[src/rtl/axi4_burst_mgr_pkg.sv]
// axi4_burst_mgr_pkg: shared encodings, FSM states and beat-size helpers for the burst manager
package axi4_burst_mgr_pkg;

    localparam logic [1:0] BURST_INCR  = 2'b01;
    localparam logic [1:0] RESP_OKAY   = 2'b00;
    localparam logic [1:0] RESP_EXOKAY = 2'b01;
    localparam logic [1:0] RESP_SLVERR = 2'b10;
    localparam logic [1:0] RESP_DECERR = 2'b11;

    typedef enum logic [2:0] {
        ST_IDLE,
        ST_AR,
        ST_RDAT,
        ST_AW,
        ST_WDAT,
        ST_BRSP,
        ST_STS
    } state_t;

    function automatic int unsigned bytes_of(int unsigned dw);
        return dw / 8;
    endfunction

    function automatic int unsigned addr_lsb(int unsigned dw);
        return $clog2(dw / 8);
    endfunction

    // Higher encodings are the more severe errors, so merging is a plain max
    function automatic logic [1:0] resp_max(logic [1:0] a, logic [1:0] b);
        return (a > b) ? a : b;
    endfunction

endpackage

[src/rtl/axi4_burst_len_calc.sv]
// axi4_burst_len_calc: beats in the next sub-burst, limited by remaining beats, max burst and the 4 KiB page
module axi4_burst_len_calc
    import axi4_burst_mgr_pkg::*;
#(
    parameter int AXI_DATA_WIDTH = 64,
    parameter int MAX_BURST_LEN  = 256,
    parameter int CNT_WIDTH      = 16
) (
    input  logic [11:0]          page_off,
    input  logic [CNT_WIDTH-1:0] remaining,
    output logic [8:0]           n
);

    localparam int LSB = addr_lsb(AXI_DATA_WIDTH);
    localparam int W   = (CNT_WIDTH > 13) ? CNT_WIDTH : 13;

    logic [W-1:0] page_beats;
    logic [W-1:0] rem_w;
    logic [W-1:0] lim;

    assign page_beats = W'((13'd4096 - {1'b0, page_off}) >> LSB);
    assign rem_w      = W'(remaining);
    assign lim        = (rem_w < page_beats) ? rem_w : page_beats;
    assign n          = (lim < W'(MAX_BURST_LEN)) ? 9'(lim) : 9'(MAX_BURST_LEN);

endmodule

[src/rtl/axi4_burst_mgr.sv]
// axi4_burst_mgr: splits read/write commands into INCR sub-bursts and streams data between AXI4 and local ports
module axi4_burst_mgr
    import axi4_burst_mgr_pkg::*;
#(
    parameter int AXI_ADDR_WIDTH = 32,
    parameter int AXI_DATA_WIDTH = 64,
    parameter int AXI_ID_WIDTH   = 3,
    parameter int AXI_ID         = 0,
    parameter int MAX_BURST_LEN  = 256,
    parameter int CNT_WIDTH      = 16
) (
    input  logic                        clk_i,
    input  logic                        rst_i,
    input  logic                        cmd_valid_i,
    output logic                        cmd_ready_o,
    input  logic                        cmd_write_i,
    input  logic [AXI_ADDR_WIDTH-1:0]   cmd_addr_i,
    input  logic [CNT_WIDTH-1:0]        cmd_beats_i,
    input  logic [AXI_DATA_WIDTH-1:0]   wr_data_i,
    input  logic                        wr_valid_i,
    output logic                        wr_ready_o,
    output logic [AXI_DATA_WIDTH-1:0]   rd_data_o,
    output logic                        rd_valid_o,
    input  logic                        rd_ready_i,
    output logic                        sts_valid_o,
    input  logic                        sts_ready_i,
    output logic [1:0]                  sts_resp_o,
    output logic                        busy_o,
    output logic [AXI_ID_WIDTH-1:0]     m_aw_id_o,
    output logic [AXI_ADDR_WIDTH-1:0]   m_aw_addr_o,
    output logic [7:0]                  m_aw_len_o,
    output logic [2:0]                  m_aw_size_o,
    output logic [1:0]                  m_aw_burst_o,
    output logic                        m_aw_valid_o,
    input  logic                        m_aw_ready_i,
    output logic [AXI_DATA_WIDTH-1:0]   m_w_data_o,
    output logic [AXI_DATA_WIDTH/8-1:0] m_w_strb_o,
    output logic                        m_w_last_o,
    output logic                        m_w_valid_o,
    input  logic                        m_w_ready_i,
    input  logic [AXI_ID_WIDTH-1:0]     m_b_id_i,
    input  logic [1:0]                  m_b_resp_i,
    input  logic                        m_b_valid_i,
    output logic                        m_b_ready_o,
    output logic [AXI_ID_WIDTH-1:0]     m_ar_id_o,
    output logic [AXI_ADDR_WIDTH-1:0]   m_ar_addr_o,
    output logic [7:0]                  m_ar_len_o,
    output logic [2:0]                  m_ar_size_o,
    output logic [1:0]                  m_ar_burst_o,
    output logic                        m_ar_valid_o,
    input  logic                        m_ar_ready_i,
    input  logic [AXI_ID_WIDTH-1:0]     m_r_id_i,
    input  logic [AXI_DATA_WIDTH-1:0]   m_r_data_i,
    input  logic [1:0]                  m_r_resp_i,
    input  logic                        m_r_last_i,
    input  logic                        m_r_valid_i,
    output logic                        m_r_ready_o
);

    localparam int LSB = addr_lsb(AXI_DATA_WIDTH);

    state_t                    state, state_nx;
    logic [AXI_ADDR_WIDTH-1:0] addr;
    logic [CNT_WIDTH-1:0]      remaining;
    logic [7:0]                len;
    logic [7:0]                wcnt;
    logic [1:0]                resp_acc;
    logic [AXI_ADDR_WIDTH-1:0] cmd_addr_al;
    logic [11:0]               calc_off;
    logic [CNT_WIDTH-1:0]      calc_rem;
    logic [8:0]                n_calc;
    logic [8:0]                n_cur;
    logic                      ax_fire, r_fire, w_fire, b_fire;
    logic                      unused_ids;

    // Beats always carry the single configured ID, so returned IDs are not inspected
    assign unused_ids = ^{m_b_id_i, m_r_id_i};

    assign cmd_addr_al = cmd_addr_i & ~AXI_ADDR_WIDTH'((1 << LSB) - 1);
    // In IDLE the first sub-burst is sized straight from the incoming command
    assign calc_off    = (state == ST_IDLE) ? cmd_addr_al[11:0] : addr[11:0];
    assign calc_rem    = (state == ST_IDLE) ? cmd_beats_i : remaining;
    assign n_cur       = {1'b0, len} + 9'd1;

    axi4_burst_len_calc #(
        .AXI_DATA_WIDTH(AXI_DATA_WIDTH),
        .MAX_BURST_LEN (MAX_BURST_LEN),
        .CNT_WIDTH     (CNT_WIDTH)
    ) u_len (
        .page_off (calc_off),
        .remaining(calc_rem),
        .n        (n_calc)
    );

    assign ax_fire = (state == ST_AR && m_ar_ready_i) || (state == ST_AW && m_aw_ready_i);
    assign r_fire  = (state == ST_RDAT) && m_r_valid_i && rd_ready_i;
    assign w_fire  = (state == ST_WDAT) && wr_valid_i && m_w_ready_i;
    assign b_fire  = (state == ST_BRSP) && m_b_valid_i;

    assign cmd_ready_o  = (state == ST_IDLE) && !rst_i;
    assign busy_o       = (state != ST_IDLE);
    assign sts_valid_o  = (state == ST_STS);
    assign sts_resp_o   = resp_acc;
    assign m_aw_id_o    = AXI_ID_WIDTH'(AXI_ID);
    assign m_aw_addr_o  = addr;
    assign m_aw_len_o   = len;
    assign m_aw_size_o  = 3'(LSB);
    assign m_aw_burst_o = BURST_INCR;
    assign m_aw_valid_o = (state == ST_AW);
    assign m_ar_id_o    = AXI_ID_WIDTH'(AXI_ID);
    assign m_ar_addr_o  = addr;
    assign m_ar_len_o   = len;
    assign m_ar_size_o  = 3'(LSB);
    assign m_ar_burst_o = BURST_INCR;
    assign m_ar_valid_o = (state == ST_AR);
    assign m_w_data_o   = wr_data_i;
    assign m_w_strb_o   = '1;
    assign m_w_last_o   = (state == ST_WDAT) && (wcnt == len);
    assign m_w_valid_o  = (state == ST_WDAT) && wr_valid_i;
    assign wr_ready_o   = (state == ST_WDAT) && m_w_ready_i;
    assign m_b_ready_o  = (state == ST_BRSP);
    assign rd_data_o    = m_r_data_i;
    assign rd_valid_o   = (state == ST_RDAT) && m_r_valid_i;
    assign m_r_ready_o  = (state == ST_RDAT) && rd_ready_i;

    // Next-state selection; data phases end on rlast/B and loop back while beats remain
    always_comb begin
        state_nx = state;
        case (state)
            ST_IDLE: if (cmd_valid_i) state_nx = (cmd_beats_i == '0) ? ST_STS : (cmd_write_i ? ST_AW : ST_AR);
            ST_AR:   if (m_ar_ready_i) state_nx = ST_RDAT;
            ST_RDAT: if (r_fire && m_r_last_i) state_nx = (remaining == '0) ? ST_STS : ST_AR;
            ST_AW:   if (m_aw_ready_i) state_nx = ST_WDAT;
            ST_WDAT: if (w_fire && wcnt == len) state_nx = ST_BRSP;
            ST_BRSP: if (m_b_valid_i) state_nx = (remaining == '0) ? ST_STS : ST_AW;
            ST_STS:  if (sts_ready_i) state_nx = ST_IDLE;
            default: state_nx = ST_IDLE;
        endcase
    end

    // State register plus address/beat bookkeeping and response merging
    always_ff @(posedge clk_i) begin
        if (rst_i) begin
            state     <= ST_IDLE;
            addr      <= '0;
            remaining <= '0;
            len       <= '0;
            wcnt      <= '0;
            resp_acc  <= RESP_OKAY;
        end else begin
            state <= state_nx;
            if (state == ST_IDLE && cmd_valid_i) begin
                addr      <= cmd_addr_al;
                remaining <= cmd_beats_i;
                resp_acc  <= RESP_OKAY;
            end
            if ((state_nx == ST_AR || state_nx == ST_AW) && state_nx != state)
                len <= 8'(n_calc - 9'd1);
            if (ax_fire) begin
                addr      <= addr + (AXI_ADDR_WIDTH'(n_cur) << LSB);
                remaining <= remaining - CNT_WIDTH'(n_cur);
                wcnt      <= '0;
            end
            if (w_fire)
                wcnt <= wcnt + 8'd1;
            if (r_fire)
                resp_acc <= resp_max(resp_acc, m_r_resp_i);
            if (b_fire)
                resp_acc <= resp_max(resp_acc, m_b_resp_i);
        end
    end

endmodule

[config.mk]
export PLATFORM = sky130hd
export DESIGN_NAME = axi4_burst_mgr
export DESIGN_NICKNAME = d
export VERILOG_FILES = /design/src/rtl/axi4_burst_mgr_pkg.sv /design/src/rtl/axi4_burst_len_calc.sv /design/src/rtl/axi4_burst_mgr.sv
export SDC_FILE = /design/constraint.sdc
export NUM_CORES = 1
export LEC_CHECK = 0
export CAP_MARGIN = 5
export CORE_AREA = 5 5 167 169
export CTS_CLUSTER_SIZE = 8
export DETAILED_ROUTE_END_ITERATION = 8
export DIE_AREA = 0 0 172 174
export PLACE_DENSITY = 0.68
export SLEW_MARGIN = 20
export SYNTH_ARGS = -nofsm -noshare
export SYNTH_HDL_FRONTEND = slang
export SYNTH_SLANG_ARGS = --single-unit
[constraint.sdc]
create_clock -name clk_i -period 10.7 [get_ports clk_i]
set_input_delay 1.07 -clock clk_i [delete_from_list [all_inputs] [get_ports clk_i]]
set_output_delay 1.07 -clock clk_i [all_outputs]
set_load 0.005 [all_outputs]
### Yosys cells after proc, flatten, opt, wreduce, memory -nomap -nowiden

Cells that the tools add are included.

* register bits after elaboration: 69
* latch bits: 0
* RAM bits: 0
* memory bits (read-only): 0
* input port bits: 199
* memories: 0

* add/subtract/negate cells: 6
* multiply operators: 0
* divide/modulo/power cells: 0
* magnitude comparators: 4
* eq/ne operators: 12
* shifts and indexed selects: 0
* muxes and demuxes: 27
* bitwise operators: 0
* reductions and logical operators: 26

Operator list (count)
* $mux 16: 4
* $mux 32: 2
* $add 32x12->32: 1
* $logic_not 16->1: 2
* $mux 3: 10
* $mux 8: 3
* $pmux 3 s7: 1
* $lt 16x13->1: 1
* $lt 16x9->1 const B: 1
* $sub 16x9->16: 1
* $logic_and 1x1->1: 15
* $sub 13x12->14 const A: 1
* $mux 12: 1
* $mux 2: 6
* $add 8x1->9 const B: 1
* $eq 3x2->1 const B: 3
* $eq 3x3->1 const B: 3
* $add 8x1->8 const B: 1
* $eq 8x8->1: 1
* $sub 8x1->8 const B: 1
* $eq 3x1->1 const B: 2
* $reduce_bool 3->1: 2
* $gt 2x2->1: 2
* $reduce_bool 2->1: 2
* 7 further kinds: 8

### Longest topological paths before layout

Gate-level depths: netlist (run 1).

* depth after elaboration: 9
* gate-level depth with buffers: 21

### By module

Synthesis (run 1) repeated with hierarchy kept, for this count alone.

* cell total of the unflattened synthesis: 935
* area, all modules: 7096.8 um2

By module, submodules not included
* axi4_burst_mgr: times used 1, cells each 865, area an instance 6590.1 um2
* axi4_burst_len_calc: times used 1, cells each 70, area an instance 506.7 um2

### Worst setup path before layout (run 1)

Ideal clock, no wire load.

* path type: flip-flop to flip-flop
* from: register state[1]
* to: register len[6] (netlist: m_ar_len_o[6])
* setup time: 0.079 ns
* data arrival time: 4.612 ns
* data required time: 10.621 ns
* setup slack: 6.009 ns
* stages on the path, launching flop included: 22
* buffers on the path: 3
* cell sequence: dfxtp_1 -> buf_6 -> nor3_4 -> buf_2 -> buf_2 -> mux2i_1 -> ha_1 -> nor3b_1 -> nand2_1 -> xor2_1 -> mux2i_1 -> ha_1 -> a21oi_1 -> a21boi_0 -> o311ai_0 -> nand3_2 -> nand2_2 -> o22a_1 -> ha_1 -> nand2_1 -> o21a_1 -> a211oi_2

* longest elaborated chain between the ends: 9
* elaborated cells between the ends (all ways): 34

RTL lines
* start, declared: RTL line axi4_burst_mgr.sv:62 `state_t state, state_nx;`
* start signal, assigned: RTL line axi4_burst_mgr.sv:151 `state <= state_nx;`
* parallel branches: the longest is 9 deep, another holds $lt 16x13->1
* end signal, assigned: RTL line axi4_burst_mgr.sv:158 `len <= 8'(n_calc - 9'd1);`
* end, declared: RTL line axi4_burst_mgr.sv:65 `logic [7:0] len;`

Parallel ways; which one is timed is not known.
A chain may end at the register's enable or synchronous reset.

### Worst setup path in the final report (run 1)

* from: input port cmd_addr_i[3]
* to: register len[6] (netlist: m_ar_len_o[6])

* longest elaborated chain between the ends: 7

RTL lines
* start, declared: RTL line axi4_burst_mgr.sv:17 `input logic [AXI_ADDR_WIDTH-1:0] cmd_addr_i,`
* $mux 12 (*): RTL line axi4_burst_mgr.sv:81 `assign calc_off = (state == ST_IDLE) ? cmd_addr_al[11:0] : addr[11:0];`
* $sub 13x12->14 (*): RTL line axi4_burst_len_calc.sv:21 `assign page_beats = W'((13'd4096 - {1'b0, page_off}) >> LSB);`
* $lt 16x13->1: RTL line axi4_burst_len_calc.sv:23 `assign lim = (rem_w < page_beats) ? rem_w : page_beats;`
* $mux 16 (*): RTL line axi4_burst_len_calc.sv:23
* $lt 16x9->1: RTL line axi4_burst_len_calc.sv:24 `assign n = (lim < W'(MAX_BURST_LEN)) ? 9'(lim) : 9'(MAX_BURST_LEN);`
* $mux 8 (*): RTL line axi4_burst_len_calc.sv:24
* $sub 8x1->8 (*): RTL line axi4_burst_mgr.sv:158

Every way passes the cells marked *; elsewhere a longest branch is shown, timed or not.

==> impl_metrics.toml, run 1 <==
[route]
wl_um = 22100
dr_total_vias = 6265
avgRoutedWirePerCell_um = 17.9
via_per_inst = 5.06
drt-initial-drc-count = 472
final_antenna_net_count = 0
remaining_drc_errors = 0
drt-pass1-iter-count = 6

[cts]
clk_latency_ns = 0.34
clock_path_buffers = 2
hold_buffers = 0
postCtsSetupBuffers = 0
clk_pin_slew_ns = 0.06
cts_buffers = 9
cts.sinks = 66
cts_resized = 0
clockRootBuffer = "clkbuf_16"
h-tree-depth = 3
cts_tree = "yes"

[finish]
final_util_pct = 29.4
post_route_cells_drive_above_1_share_pct = 5.90
fillers = 2818
area_delta_synth_final_pct = 10.5
num_antenna_cells = 0
fin_nets = 1130

[yosys]
syn_avg_cell_area_um2 = 7.55
synth_edf_count = 0
synthMuxAreaShare_pct = 3.92
synth_warnings = 0
synthFlopType = "dfxtp_1"
synth-compound-area-share_pct = 19.8
synthSimpleGateAreaFrac_pct = 21.5
syn-cell-area_um2 = 7020
ys_ff_latch = 66
synth_cell_types = 75
synth_async_sr_flop_share_pct = 0
synth_cells = 930
synth.yosys.seq_area_share_pct = 18.8
synthAdderAreaFrac_pct = 6.98
synth_xor_area_share_pct = 4.24
synth_top_family_by_area = "buffers and inverters"

[pwr]
peakVddDrop_mv = 0.0948
p_leak_uw = 0.00302
power_density_nw_per_um2 = 160

[min_path]
holdPathStages = 1
hold_class = "reg -> reg"

[run]
drv_cap = 0

[critical_path]
cp-start-kind = "primary input"
end_kind = "flop"
path_max_fanout = 9
max_stage_delay_ns = 0.51
r2r_cells = 18
cp_num_buf_inv = 1
cpMaxStageDelayCell = "clkdlybuf4s50_1"
crit_path_frequent_cell = "ha_1"
crit_required_ns = 10.96
worst-path-stages = 18
critPathKind = "in -> reg"
crit_family = "compound AO/OA/AOI/OAI gates"
r2r_setup_slack_ns = 5.48
worstPathCellList = "clkdlybuf4s50_1, mux2i_1, ha_1, nor3b_1, nand2_1, xor2_1, mux2i_1, ha_1, a21oi_1, a21boi_0, o311ai_0, nand3_2, nand2_2, o22a_1, ha_1, nand2_1, o21a_1, a211oi_2"
worstPathArrival_ns = 5.76

[run_status]
status = "finished clean"

[global_routing]
grt_max_degree = 60
grt_pass1_vias = 5855
grt_pass1_wl_um = 33300
overflow = 0
antenna_found_initial = 1
track_usage_pct = 14.1

[timing]
hold_ws_ns = 0.520
finalCritPeriodShare_pct = 51.4
relSlewSlack_pct = 34.8
slew_viol_final = 0
hold_viol_final = 0
clock_skew_ns = 0.0117
period_minus_slack_ns = 5.50
tightest_slew_ns = 0.970
setup_viol = 0
max_freq_mhz = 182
final.setup.tns_ns = 0
final.setup.worst_slack_ns = 5.20
rsz0062_at_grt = "no"

[die]
die_h_um = 174
start_util_pct = 26.6
io_pins = 444
die_area_um2 = 29900
fp-row-count = 60
core_um2 = 26400
die_w_um = 172

[placed_design]
io_buffers = 148
globalplace.congestion = 0.895
post-place-ws_ns = 4.91
hpwl_um = 17200
-- synth_stat cells, types with 21 or more instances --
master | number | area, um^2
a311oi_1 | 22 | 193
clkbuf_1 | 27 | 101
dfxtp_1 | 66 | 1320
nor3_1 | 21 | 105
a21oi_1 | 38 | 190
buf_4 | 195 | 1460
nor2_1 | 82 | 308
inv_1 | 32 | 120
ha_1 | 36 | 450
nand2_1 | 90 | 338
nand3_1 | 22 | 110
o21ai_0 | 27 | 135
-- layout by cell type (no fill, tap or decap), types with 27 or more instances in the layout --
cell,netlist,routed
nor2_1,82,82
dfxtp_1,66,66
o21ai_0,27,27
a21oi_1,38,38
inv_1,32,32
ha_1,36,36
clkdlybuf4s50_1,0,147
conb_1,2,30
nand2_1,90,89
-- where the power goes --
group / internal, uW / switching, uW / total [uW]
combinational: 281 / 313 / 593
sequential: 278 / 68.1 / 346
clock: 180 / 119 / 299
total: 739 / 500 / 1240
-- kinds of logic after synthesis --
group | count (synthesis)
AO/OA/AOI/OAI | 198
XOR/XNOR | 34
adder cells (fa/ha/maj) | 38
buffers and inverters | 263
flip-flops | 66
multiplexers | 24
other | 2
AND/OR/NAND/NOR | 305
-- layer usage --
layer | track usage (%) | up-vias | wire (um)
li1 | - | 3004 | -
met1 | 17.2 | 2912 | 8970
met2 | 22.0 | 258 | 9980
met3 | 4.39 | 89 | 2190
met4 | 7.63 | 2 | 993
met5 | 0 | - | 7
-- sequential cells by signal, summed over array words and instances, names as in the netlist --
signal and count:
m_ar_addr_o 29, m_ar_len_o 8, wcnt 8, remaining 16, sts_resp_o 2, state 3
-- through the flow --
stage	cells	area, um^2	total power [uW]
CTS	1239	7760	1250
finish	1239	7760	1240
detailed placement	1223	7470	941
floorplan	958	7130	783
global route	1239	7760	1330
global placement	1223	7470	935
-- worst paths after layout --
| check | start | to |
|---|---|---|
| worst min-delay path | wcnt[4]$_SDFFE_PP0P_ | wcnt[4]$_SDFFE_PP0P_ |
| worst min register to register | wcnt[4]$_SDFFE_PP0P_ | wcnt[4]$_SDFFE_PP0P_ |
| worst max register to register | state[1]$_SDFF_PP0_ | m_ar_len_o[6]$_SDFFE_PP0P_ |
| worst max-delay path | cmd_addr_i[3] | m_ar_len_o[6]$_SDFFE_PP0P_ |
-- worst register-to-register path: stages (launching register included) --
cell and delay, ns:
dfxtp_1 0.48, nor3_4 0.44, mux2i_1 0.43, ha_1 0.29, nor3b_1 0.32, nand2_1 0.11
xor2_1 0.15, mux2i_1 0.35, ha_1 0.33, a21oi_1 0.14, a21boi_0 0.10, o311ai_0 0.51
nand3_2 0.38, nand2_2 0.27, o22a_1 0.18, ha_1 0.21, nand2_1 0.09, o21a_1 0.19
a211oi_2 0.19
-- area by class of cell --
type / count / area (um^2) / share of cell area (%)
timing repair buffer: 153 / 1510 / 19.5
multi-input combinational: 629 / 4080 / 52.5
clock buffer: 9 / 225 / 2.90
clock inverter: 7 / 70.1 / 0.903
sequential: 66 / 1320 / 17.0
tap: 341 / 427 / 5.50
inverter: 34 / 128 / 1.64
Note: power is estimated with default switching activity, not from simulation.
==> run 2, diff against run 1 <==
- CORE_AREA: 5 5 167 169 -> 5 5 168 170
- DIE_AREA: 0 0 172 174 -> 0 0 173 175
- PLACE_DENSITY: 0.68 -> 0.7
- clock period: 10.7 -> 5 ns (I/O delays scaled with it)
==> impl_metrics.toml, run 2 (synthesized netlist as in run 1, its figures left out) <==
[critical_path]
end_kind = "flop"
worstPathArrival_ns = 4.73
r2r_setup_slack_ns = 0.52
critPathKind = "reg -> reg"
cp-start-kind = "flop"
path_max_fanout = 4
crit_required_ns = 5.25

[route]
wl_um = 22500
drt-initial-drc-count = 447
via_per_inst = 5.13
drt-pass1-iter-count = 5
remaining_drc_errors = 0
dr_total_vias = 6399
final_antenna_net_count = 0
avgRoutedWirePerCell_um = 18.1

[global_routing]
globalRouteMet1Util_pct = 17.3
track_usage_pct = 14.1
use_met2_pct = 23.4
grt_pass1_vias = 6119
antenna_found_initial = 1
grt-busiest-layer = "met2"
grt_pass1_wl_um = 34500
use_met3_pct = 3.72
overflow = 0
grt_max_degree = 55

[cts]
hold_buffers = 0
postCtsSetupBuffers = 0
cts_buffers = 9
cts_resized = 0
clk_latency_ns = 0.34
clk_pin_slew_ns = 0.06
clock_path_buffers = 2
clockRootBuffer = "clkbuf_16"
cts.sinks = 66
cts_tree = "yes"
h-tree-depth = 3

[timing]
relSlewSlack_pct = 35.6
max_freq_mhz = 223
setup_viol = 0
period_minus_slack_ns = 4.48
tightest_slew_ns = 0.963
final.setup.worst_slack_ns = 0.515
rsz0062_at_grt = "no"
final.setup.tns_ns = 0
finalCritPeriodShare_pct = 89.7
slew_viol_final = 0
hold_viol_final = 0
clock_skew_ns = 0.00845

[pwr]
p_leak_uw = 0.00305
peakVddDrop_mv = 0.171
total_power_uw = 2640
power_density_nw_per_um2 = 338

[run_status]
status = "finished clean"

[die]
fp-row-count = 60
core_um2 = 26600
die_area_um2 = 30300
die_h_um = 175
die_w_um = 173
io_pins = 444
start_util_pct = 26.4

[placed_design]
io_buffers = 148
globalplace.congestion = 0.955
hpwl_um = 17500
post-place-cells = 1231
post-place-ws_ns = 0.294

[finish]
final_cell_mix = "clkdlybuf4s50_1, nand2_1, nor2_1"
final_util_pct = 29.4
num_antenna_cells = 0
stdcell_count = 1247
post_route_cells_drive_above_1_share_pct = 6.62
fin_nets = 1138
largest_reg_flops = 29
final_common_cell = "clkdlybuf4s50_1"
area_delta_synth_final_pct = 11.2

[run]
drv_cap = 0

[min_path]
hold_class = "reg -> reg"
==> run 2: final timing paths <==
path	from	endpoint	depth (start not counted)
max	state[1]$_SDFF_PP0_	m_ar_len_o[4]$_SDFFE_PP0P_	17
min	sts_resp_o[0]$_SDFFE_PP0P_	sts_resp_o[0]$_SDFFE_PP0P_	2
max reg2reg	state[1]$_SDFF_PP0_	m_ar_len_o[4]$_SDFFE_PP0P_	17
min reg2reg	sts_resp_o[0]$_SDFFE_PP0P_	sts_resp_o[0]$_SDFFE_PP0P_	2
==> run 2: per-stage QoR <==
step | instance area [um^2] | hold slack, ns
finish | 7810 | 0.521
global route | 7810 | 0.557
CTS | 7810 | 0.520
detailed placement | 7520 | 0.512
global placement | 7520 | 0.494
floorplan | 7130 | 0.466
==> run 2: where the power goes <==
| group | switching, uW | internal (uW) |
|---|---|---|
| Combinational | 685 | 612 |
| Sequential | 142 | 595 |
| Clock | 257 | 349 |
==> run 2: critical path, cell delays in order, from the launching register on <==
cell       delay (ns)
dfxtp_1          0.33
nor3_4           0.33
mux2i_1          0.30
ha_1             0.23
nor3b_1          0.31
nand2_1          0.11
xor2_1           0.15
mux2i_1          0.31
ha_1             0.33
a21oi_1          0.15
a21boi_0         0.10
o311ai_0         0.50
o2111ai_1        0.29
o22a_1           0.31
ha_1             0.23
nand2_1          0.09
o21ai_1          0.08
a311oi_1         0.25
==> run 2: cell type report <==
class / count / area, um^2
sequential: 66 / 1320
multi-input combinational: 629 / 4080
timing repair buffer: 161 / 1570
inverter: 34 / 128
tap: 341 / 427
fill: 2876 / 18800
clock buffer: 10 / 239
clock inverter: 6 / 42.5
==> run 2: routing by layer <==
metal  routed length, um  part of all wire, %
met1                9470                   42
met2               10600                   47
met3                1740                  7.7
met4                 672                  3.0
met5                  13                0.058
==> run 3, diff against run 2 <==
- TNS_END_PERCENT: not set -> 1
==> results of run 3 <==
Same layout as run 2: the final DEF is identical, and so are final timing and power.
